===== src/rtl/psx_actuator_decoder.sv =====
// Rumble-motor command decoder: tracks one controller-port packet and pulls the
// small/large motor bytes out of a valid POLL packet using a byte-index map.
module psx_actuator_decoder #(
    parameter logic [4:0] MAX_IDX   = 5'd20,
    parameter logic [7:0] ADDR_BYTE = 8'h01,
    parameter logic [7:0] CMD_POLL  = 8'h42
) (
    input  logic       clk,
    input  logic       PPB_packet_reset,
    input  logic [7:0] PPB_command,
    input  logic       PPB_command_strobe,
    input  logic [4:0] map_small_idx,
    input  logic [4:0] map_large_idx,
    output logic       act_update,
    output logic       act_small,
    output logic [7:0] act_large,
    output logic       packet_is_poll
);

    typedef enum logic [2:0] {
        S_ADDR,
        S_CMD,
        S_PAD,
        S_PAYLOAD,
        S_DONE,
        S_IGNORE
    } state_t;

    state_t     r_state;
    logic [4:0] r_byte_idx;
    logic       r_act_update;
    logic       r_act_small;
    logic [7:0] r_act_large;
    logic       r_packet_is_poll;

    logic       w_small_en;
    logic       w_large_en;
    logic [4:0] w_last_idx;
    logic       w_small_hit;
    logic       w_large_hit;

    // Indices 0..2 are header/pad bytes, so payload can only start at 3.
    assign w_small_en = (map_small_idx >= 5'd3) && (map_small_idx <= MAX_IDX);
    assign w_large_en = (map_large_idx >= 5'd3) && (map_large_idx <= MAX_IDX);

    always_comb begin
        w_last_idx = 5'd0;
        if (w_small_en && w_large_en)
            w_last_idx = (map_small_idx > map_large_idx) ? map_small_idx : map_large_idx;
        else if (w_small_en)
            w_last_idx = map_small_idx;
        else if (w_large_en)
            w_last_idx = map_large_idx;
    end

    assign w_small_hit = w_small_en && (r_byte_idx == map_small_idx);
    assign w_large_hit = w_large_en && (r_byte_idx == map_large_idx);

    always_ff @(posedge clk or posedge PPB_packet_reset) begin
        if (PPB_packet_reset) begin
            r_state          <= S_ADDR;
            r_byte_idx       <= 5'd0;
            r_act_update     <= 1'b0;
            r_act_small      <= 1'b0;
            r_act_large      <= 8'h00;
            r_packet_is_poll <= 1'b0;
        end else begin
            r_act_update <= 1'b0;
            if (PPB_command_strobe) begin
                if (r_byte_idx != 5'd31)
                    r_byte_idx <= r_byte_idx + 5'd1;
                case (r_state)
                    S_ADDR:
                        r_state <= (PPB_command == ADDR_BYTE) ? S_CMD : S_IGNORE;
                    S_CMD: begin
                        if (PPB_command == CMD_POLL) begin
                            r_state          <= S_PAD;
                            r_packet_is_poll <= 1'b1;
                        end else begin
                            r_state <= S_IGNORE;
                        end
                    end
                    S_PAD:
                        r_state <= (w_small_en || w_large_en) ? S_PAYLOAD : S_DONE;
                    S_PAYLOAD: begin
                        if (w_small_hit)
                            r_act_small <= PPB_command[0];
                        if (w_large_hit)
                            r_act_large <= PPB_command;
                        // Pulse lands in the cycle right after the last mapped byte.
                        if (r_byte_idx == w_last_idx) begin
                            r_state      <= S_DONE;
                            r_act_update <= 1'b1;
                        end
                    end
                    default: ;
                endcase
            end
        end
    end

    assign act_update     = r_act_update;
    assign act_small      = r_act_small;
    assign act_large      = r_act_large;
    assign packet_is_poll = r_packet_is_poll;

endmodule


===== config.mk =====
export PLATFORM = sky130hd
export DESIGN_NAME = psx_actuator_decoder
export DESIGN_NICKNAME = d
export VERILOG_FILES = /design/src/rtl/psx_actuator_decoder.sv
export SDC_FILE = /design/constraint.sdc
export NUM_CORES = 1
export LEC_CHECK = 0
export ABC_AREA = 0
export CAP_MARGIN = 20
export CORE_MARGIN = 10
export CORE_UTILIZATION = 53
export CTS_CLUSTER_SIZE = 14
export DETAILED_ROUTE_END_ITERATION = 16
export GPL_TIMING_DRIVEN = 1
export PLACE_DENSITY_LB_ADDON = 0.2
export SYNTH_ARGS = -nofsm -noshare
export SYNTH_HDL_FRONTEND = slang
export SYNTH_SLANG_ARGS = --single-unit

===== constraint.sdc =====
create_clock -name clk -period 4.49 [get_ports clk]
set_clock_uncertainty 0.1 [all_clocks]
set_input_delay 0.449 -clock clk [delete_from_list [all_inputs] [get_ports clk]]
set_output_delay 0.449 -clock clk [all_outputs]
set_load 0.1 [all_outputs]

==> results of run 1 <==
kinds of logic (layout without fill, tap and decap cells):
| logic type | count (synthesis) | in the layout | synth area share [%] |
|---|---|---|---|
| AO/OA/AOI/OAI | 27 | 27 | 17.5 |
| XOR/XNOR | 18 | 18 | 11.5 |
| adder cells (fa/ha/maj) | 7 | 7 | 6.38 |
| buffers and inverters | 12 | 43 | 3.46 |
| flip-flops | 19 | 19 | 34.6 |
| multiplexers | 12 | 12 | 9.75 |
| AND/OR/NAND/NOR | 36 | 36 | 16.8 |
metrics by stage:
stage	power (uW)	hold WS [ns]
final	574	0.387
after global routing	616	0.415
after CTS	577	0.394
after detailed placement	488	0.365
after global placement	472	0.361
after floorplan	427	0.300
power groups by stage:
| stage | clock network, uW | registers (uW) | logic [uW] |
|---|---|---|---|
| floorplan | 0 | 229 | 198 |
| global placement | 0 | 260 | 211 |
| detailed placement | 0 | 263 | 225 |
| CTS | 91.6 | 260 | 226 |
| global route | 97.9 | 267 | 251 |
| finish | 89.1 | 261 | 224 |
sequential cells by signal, indices dropped and copies added (netlist names):
name and flops:
act_update 1, r_byte_idx 5, r_state 3, act_small 1
packet_is_poll 1, act_large 8
placed cells by master (no fill, tap or decap), types with 2 or more instances in the layout:
master           synthesis  layout
clkdlybuf4s50_1          0      31
dfrtp_1                 19      19
mux2_2                  10      10
xnor2_1                  9       9
xor2_1                   9       9
inv_1                    8       8
ha_1                     7       7
nand2_1                  6       6
nor2_1                   6       6
o211ai_1                 4       4
a32oi_1                  4       4
nand4_1                  3       3
o21ai_0                  3       3
nand3_1                  3       3
clkbuf_4                 0       3
nor2b_1                  2       2
nor3_1                   2       2
or4_1                    2       2
routing by layer:
metal | vias up | GRT usage, % | part of all wire [%]
met4 | 0 | 3.87 | 1.6
li1 | 553 | - | -
met3 | 10 | 3.77 | 4.8
met5 | - | 0 | 0
met2 | 38 | 21.7 | 52
met1 | 585 | 15.6 | 41
worst max-delay path, stage by stage:
cell             delay [ns]
clkdlybuf4s50_1        0.63
inv_1                  0.07
ha_1                   0.31
a211oi_1               0.29
o221ai_1               0.22
a31oi_2                0.25
o211ai_1               0.14
xnor2_1                0.21
nor2_1                 0.08
a21o_1                 0.19
a41o_1                 0.21
cell type report:
class / instances / area share (%)
clock inverters: 1 / 0.289
clock buffers: 3 / 1.30
repair buffers: 31 / 17.9
inverters: 8 / 1.74
well taps: 30 / 2.17
flip-flops and latches: 19 / 27.5
multi-input cells: 100 / 49.1
how the worst max path moves through the flow:
stage | from | to | slack (ns) | cells after the start
after floorplan | map_large_idx[2] | r_state[2] | 2.13 | 10
after global placement | map_large_idx[2] | r_state[2] | 1.32 | 11
after detailed placement | map_large_idx[2] | r_state[2] | 1.25 | 11
after CTS | map_large_idx[2] | r_state[2] | 1.58 | 11
after global routing | map_large_idx[2] | r_state[2] | 1.32 | 11
final | map_large_idx[2] | r_state[2] | 1.54 | 11
==> out/results.ini, run 1 <==
[routing]
ant_nets=0
wl_mm=3.29
drtPass1Iterations=4
vias=1186
drc=0
viasPerCell=6.18
drt_iter0_drc=58
routedWlPerCell_um=17.1

[cells_and_area]
final_cell_area_mm2=0.00173
final_util_pct=69.8
antennaDiodeCount=0
seq_area_um2=475
final_cells=192
multi_input_area_um2=850
syn_to_final_growth_pct=26.1
drive_above_1_share_pct=16.0
nFillCells=196
final_net_count=191

[synth]
synth_top_area_share_pct=34.6
synthArstFlopShare_pct=100
ys.flop_type=dfrtp_1
netlist_area_mm2=0.00137
synth_enable_flop_cells=0
netlist_instances=131
ys_top_cells_by_area=dfrtp_1, mux2_2, ha_1
yosysWarnings=0
synth-seq-cells=19
yosysMostFrequentCell=dfrtp_1
syn_area_per_cell_um2=10.5
synth_cell_types=49
synth_top_cell_by_area=dfrtp_1
synth-seq-area-share_pct=34.6
syn_nets=159
yosys-top-cells-count=dfrtp_1, mux2_2, xnor2_1, xor2_1, inv_1

[die]
rows=18
initial_core_util_pct=55.4
io_pins=32
die_w_um=70.9
fp.dieArea_mm2=0.00503
design.core.area_mm2=0.00248
fp.dieH_um=70.9

[global_route]
antenna_found_initial=0
grt_start_max_net_pins=20
grt_pass1_vias=1162
grt_pass1_wl_mm=5.50
grt-ovfl-total=0
grt_usage_pct=13.0

[cts]
cts_sinks=19
clk_pin_slew_worst_paths_ns=0.12
cts-buffers-inserted=3
cts.path.max_buffers=2
hold_buffers=0
cts_resized=0
post_cts_buffers=0
cts_htree_levels=1
root_buffer=clkbuf_4
clkLatencyLatePin_ns=0.31
cts_tree=yes

[place]
portBuffers=31
place_congestion=0.857
place_inst=188
dp_hpwl_mm=2.73
place_ws_ns=1.25
placed_cell_area_mm2=0.00170

[power]
seq_power_share_pct=45.4
power.internal_uw=350
peakVddDrop_v=0.000298
powerDensity_mw_per_mm2=332
p_clk_share_pct=15.5
power_switching_uw=224
leakage_uw=0.000714
pwr-share-comb_pct=39.1
swShare_pct=39.1

[timing]
relSlewSlack_pct=33.6
worstMarginPinSlew_ns=0.992
worst_slack_ns=1.54
setup_tns_ns=0
finalSetupViolations=0
rsz0062_at_grt=no
slew_viol_final=0
layout_min_cycle_time_ns=2.95
fin_crit_sh_pct=65.7
fmax_ghz=0.339
hold_viol=0

[worst_setup_path]
required_ns=4.60
critical_path_class=in2reg
r2r_cells=5
worstSetupStartpointType=input port
worstPathArrival_ns=3.06
rr_startpoint=r_state[2]
r2r_setup_slack_ns=2.09
path_max_fanout=6
critPathCaptureType=flip-flop
rr_endpoint=act_large[5]

[run_status]
outcome=completed

[hold_path]
min_to=packet_is_poll
min-delay-start=packet_is_poll
hold_class=reg2reg
hold_depth=1

[flow_run]
drv_cap=0

Power figures use the tool's default switching activity.
==> run 2, diff against run 1 <==
- CORE_UTILIZATION: 53 -> 49
- clock period: 4.49 -> 2.87 ns (I/O delays scaled with it)
==> run 2 against run 1 <==
Against the previous run: via count is 1.0% higher; combinational power rose by 62%; register-to-register slack worse by 1.4 ns; cell area rose by 2.8%; total power up 57%; setup slack got worse by 1.3 ns; sequential cell count unchanged; largest power group unchanged; clock-buffer cell count did not move; sequential power increased by 56%; non-clock buffer count increased by 10; largest cell class unchanged; worst hold slack worse by 0.11 ns; core utilization shrank 4.2 points.
==> out/results.ini, run 2 (same netlist as run 1, synthesis figures left out) <==
[timing]
finalSetupViolations=0  ; unchanged
hold_viol=0  ; unchanged
relSlewSlack_pct=53.4  ; was 33.6%
fmax_ghz=0.381
fin_crit_sh_pct=91.4
rsz0062_at_grt=no  ; unchanged
worstMarginPinSlew_ns=0.698  ; was 0.992 ns
hold_ws_ns=0.281  ; was 0.387 ns
slew_viol_final=0  ; unchanged
layout_min_cycle_time_ns=2.62

[worst_setup_path]
r2r_cells=5  ; unchanged
worstPathArrival_ns=2.72  ; was 3.06 ns
r2r_setup_slack_ns=0.71  ; was 2.09 ns
crit_chain=clkdlybuf4s50_1, inv_1, ha_1, a211oi_1, o221ai_1, a31oi_2, o211ai_1, xnor2_1, nor2_1, a21o_1, a41o_1  ; unchanged
worstSetupStartpointType=input port  ; unchanged
critical_path.max_stage_delay_ns=0.47  ; was 0.63 ns
required_ns=2.96  ; was 4.60 ns
cp-startpoint=map_large_idx[2]  ; unchanged
critPathCaptureType=flip-flop  ; unchanged
rr_endpoint=act_large[5]  ; unchanged
rr_startpoint=r_byte_idx[4]  ; was r_state[2]
critical_path_class=in2reg  ; unchanged
critPathBufInv=2  ; unchanged
crit_family=compound AO/OA/AOI/OAI gates  ; unchanged
crit_path_end=r_state[2]  ; unchanged
cp_num_cells=11  ; unchanged
critPathSlowestCell=clkdlybuf4s50_1  ; unchanged
path_max_fanout=4  ; was 6

[place]
dp_hpwl_mm=2.80  ; was 2.73 mm
place_congestion=0.907  ; was 0.857
portBuffers=31  ; unchanged

[cts]
cts.path.max_buffers=2  ; unchanged
clk_pin_slew_worst_paths_ns=0.11  ; was 0.12 ns
cts-buffers-inserted=3  ; unchanged
root_buffer=clkbuf_4  ; unchanged
cts_htree_levels=1  ; unchanged
clkLatencyLatePin_ns=0.30  ; was 0.31 ns
cts_tree=yes  ; unchanged
cts_sinks=19  ; unchanged
hold_buffers=0  ; unchanged
cts_resized=0  ; unchanged
post_cts_buffers=0  ; unchanged

[cells_and_area]
syn_to_final_growth_pct=29.6  ; was 26.1%
drive_above_1_share_pct=27.3  ; was 16.0%
nFillCells=225  ; was 196
antennaDiodeCount=0  ; unchanged
final_common_cell=buf_4  ; was clkdlybuf4s50_1
final_net_count=201  ; was 191
mostFrequentLayoutCells=buf_4, clkdlybuf4s50_1, dfrtp_1, mux2_2  ; was clkdlybuf4s50_1, dfrtp_1, mux2_2, xnor2_1, xor2_1
largest_reg_flops=8  ; unchanged
final_util_pct=65.7  ; was 69.8%

[routing]
drtPass1Iterations=4  ; unchanged
routedWlPerCell_um=16.6  ; was 17.1 um
vias=1198  ; was 1,186
drc=0  ; unchanged
viasPerCell=5.90  ; was 6.18
ant_nets=0  ; unchanged
wl_mm=3.37  ; was 3.29 mm
drt_iter0_drc=110  ; was 58

[die]
die_w_um=72.9  ; was 70.9 um
fp.dieH_um=72.9  ; was 70.9 um
io_pins=32  ; unchanged
design.core.area_mm2=0.00271  ; was 0.00248 mm2
fp.dieArea_mm2=0.00532  ; was 0.00503 mm2
initial_core_util_pct=50.6  ; was 55.4%
rows=19  ; was 18

[power]
powerDensity_mw_per_mm2=508  ; was 332 mW/mm2
peakVddDrop_v=0.000429  ; was 0.000298 V
leakage_uw=0.000786  ; was 0.000714 uW
p_total_uw=903  ; was 574 uW

[global_route]
grt_usage_pct=12.6  ; was 13.0%
grt_start_max_net_pins=20  ; unchanged
grt_pass1_wl_mm=5.49  ; was 5.50 mm
antenna_found_initial=0  ; unchanged
grt-ovfl-total=0  ; unchanged
grt_pass1_vias=1223  ; was 1,162

[flow_run]
drv_cap=0  ; unchanged

[hold_path]
hold_class=in2async  ; was reg2reg

[run_status]
outcome=completed  ; unchanged

==> run 2: area by class of cell <==
class                   count  area (um2)  share of cell area [%]
multi-input cells         100         850                    47.7
flip-flops and latches     19         475                    26.7
repair buffers             41         358                    20.1
well taps                  31        38.8                    2.18
inverters                   8        30.0                    1.69
clock buffers               3        22.5                    1.27
clock inverters             1        5.00                   0.281
==> run 2: metrics by stage <==
| stage | setup WS (ns) | cells | setup TNS (ns) | area, um2 |
|---|---|---|---|---|
| 2_1_floorplan | 0.669 | 131 | 0 | 1370 |
| 3_3_place_gp | 0.0883 | 199 | 0 | 1750 |
| 3_5_place_dp | -0.0708 | 199 | -0.183 | 1750 |
| 4_1_cts | 0.248 | 203 | 0 | 1780 |
| 5_1_grt | 0.0385 | 203 | 0 | 1780 |
| 6_report | 0.248 | 203 | 0 | 1780 |
==> run 2: worst register-to-register path, delay by kind of cell, from the launching register on <==
kind	cells	cell delay, ns
and+or+nand+nor	2	0.76
DFF	1	0.47
muxes	1	0.35
buffers and inverters	1	0.20
xor gates and xnor gates	1	0.18
==> run 2: how the worst min path moves through the flow <==
stage | end | slack [ns] | cells past startpoint | start
global placement | packet_is_poll | 0.36 | 1 | packet_is_poll
CTS | r_byte_idx[0] | 0.31 | 2 | PPB_packet_reset
detailed placement | packet_is_poll | 0.37 | 1 | packet_is_poll
finish | r_byte_idx[0] | 0.28 | 2 | PPB_packet_reset
global route | act_large[4] | 0.32 | 2 | PPB_packet_reset
floorplan | act_large[0] | 0.14 | 1 | PPB_packet_reset
==> run 2: per-layer routing <==
layer,track usage (%),share of wire [%],wire length (um),vias up
met5,0,0,0,-
met4,3.59,1.2,40,0
met3,4.08,5.0,170,7
met2,22.0,52,1760,38
met1,14.3,42,1400,581
li1,-,-,-,572
==> run 2: report_power, final <==
part / switching (uW) / total (uW) / internal, uW
Combinational: 172 / 362 / 190
Sequential: 93.8 / 408 / 314
Clock: 81.4 / 133 / 52.0
Total: 347 / 903 / 556
==> run 3, diff against run 2 <==
- GPL_ROUTABILITY_DRIVEN: default -> 1
==> results of run 3 <==
No change in the layout: final DEF, timing and power equal those of run 2.
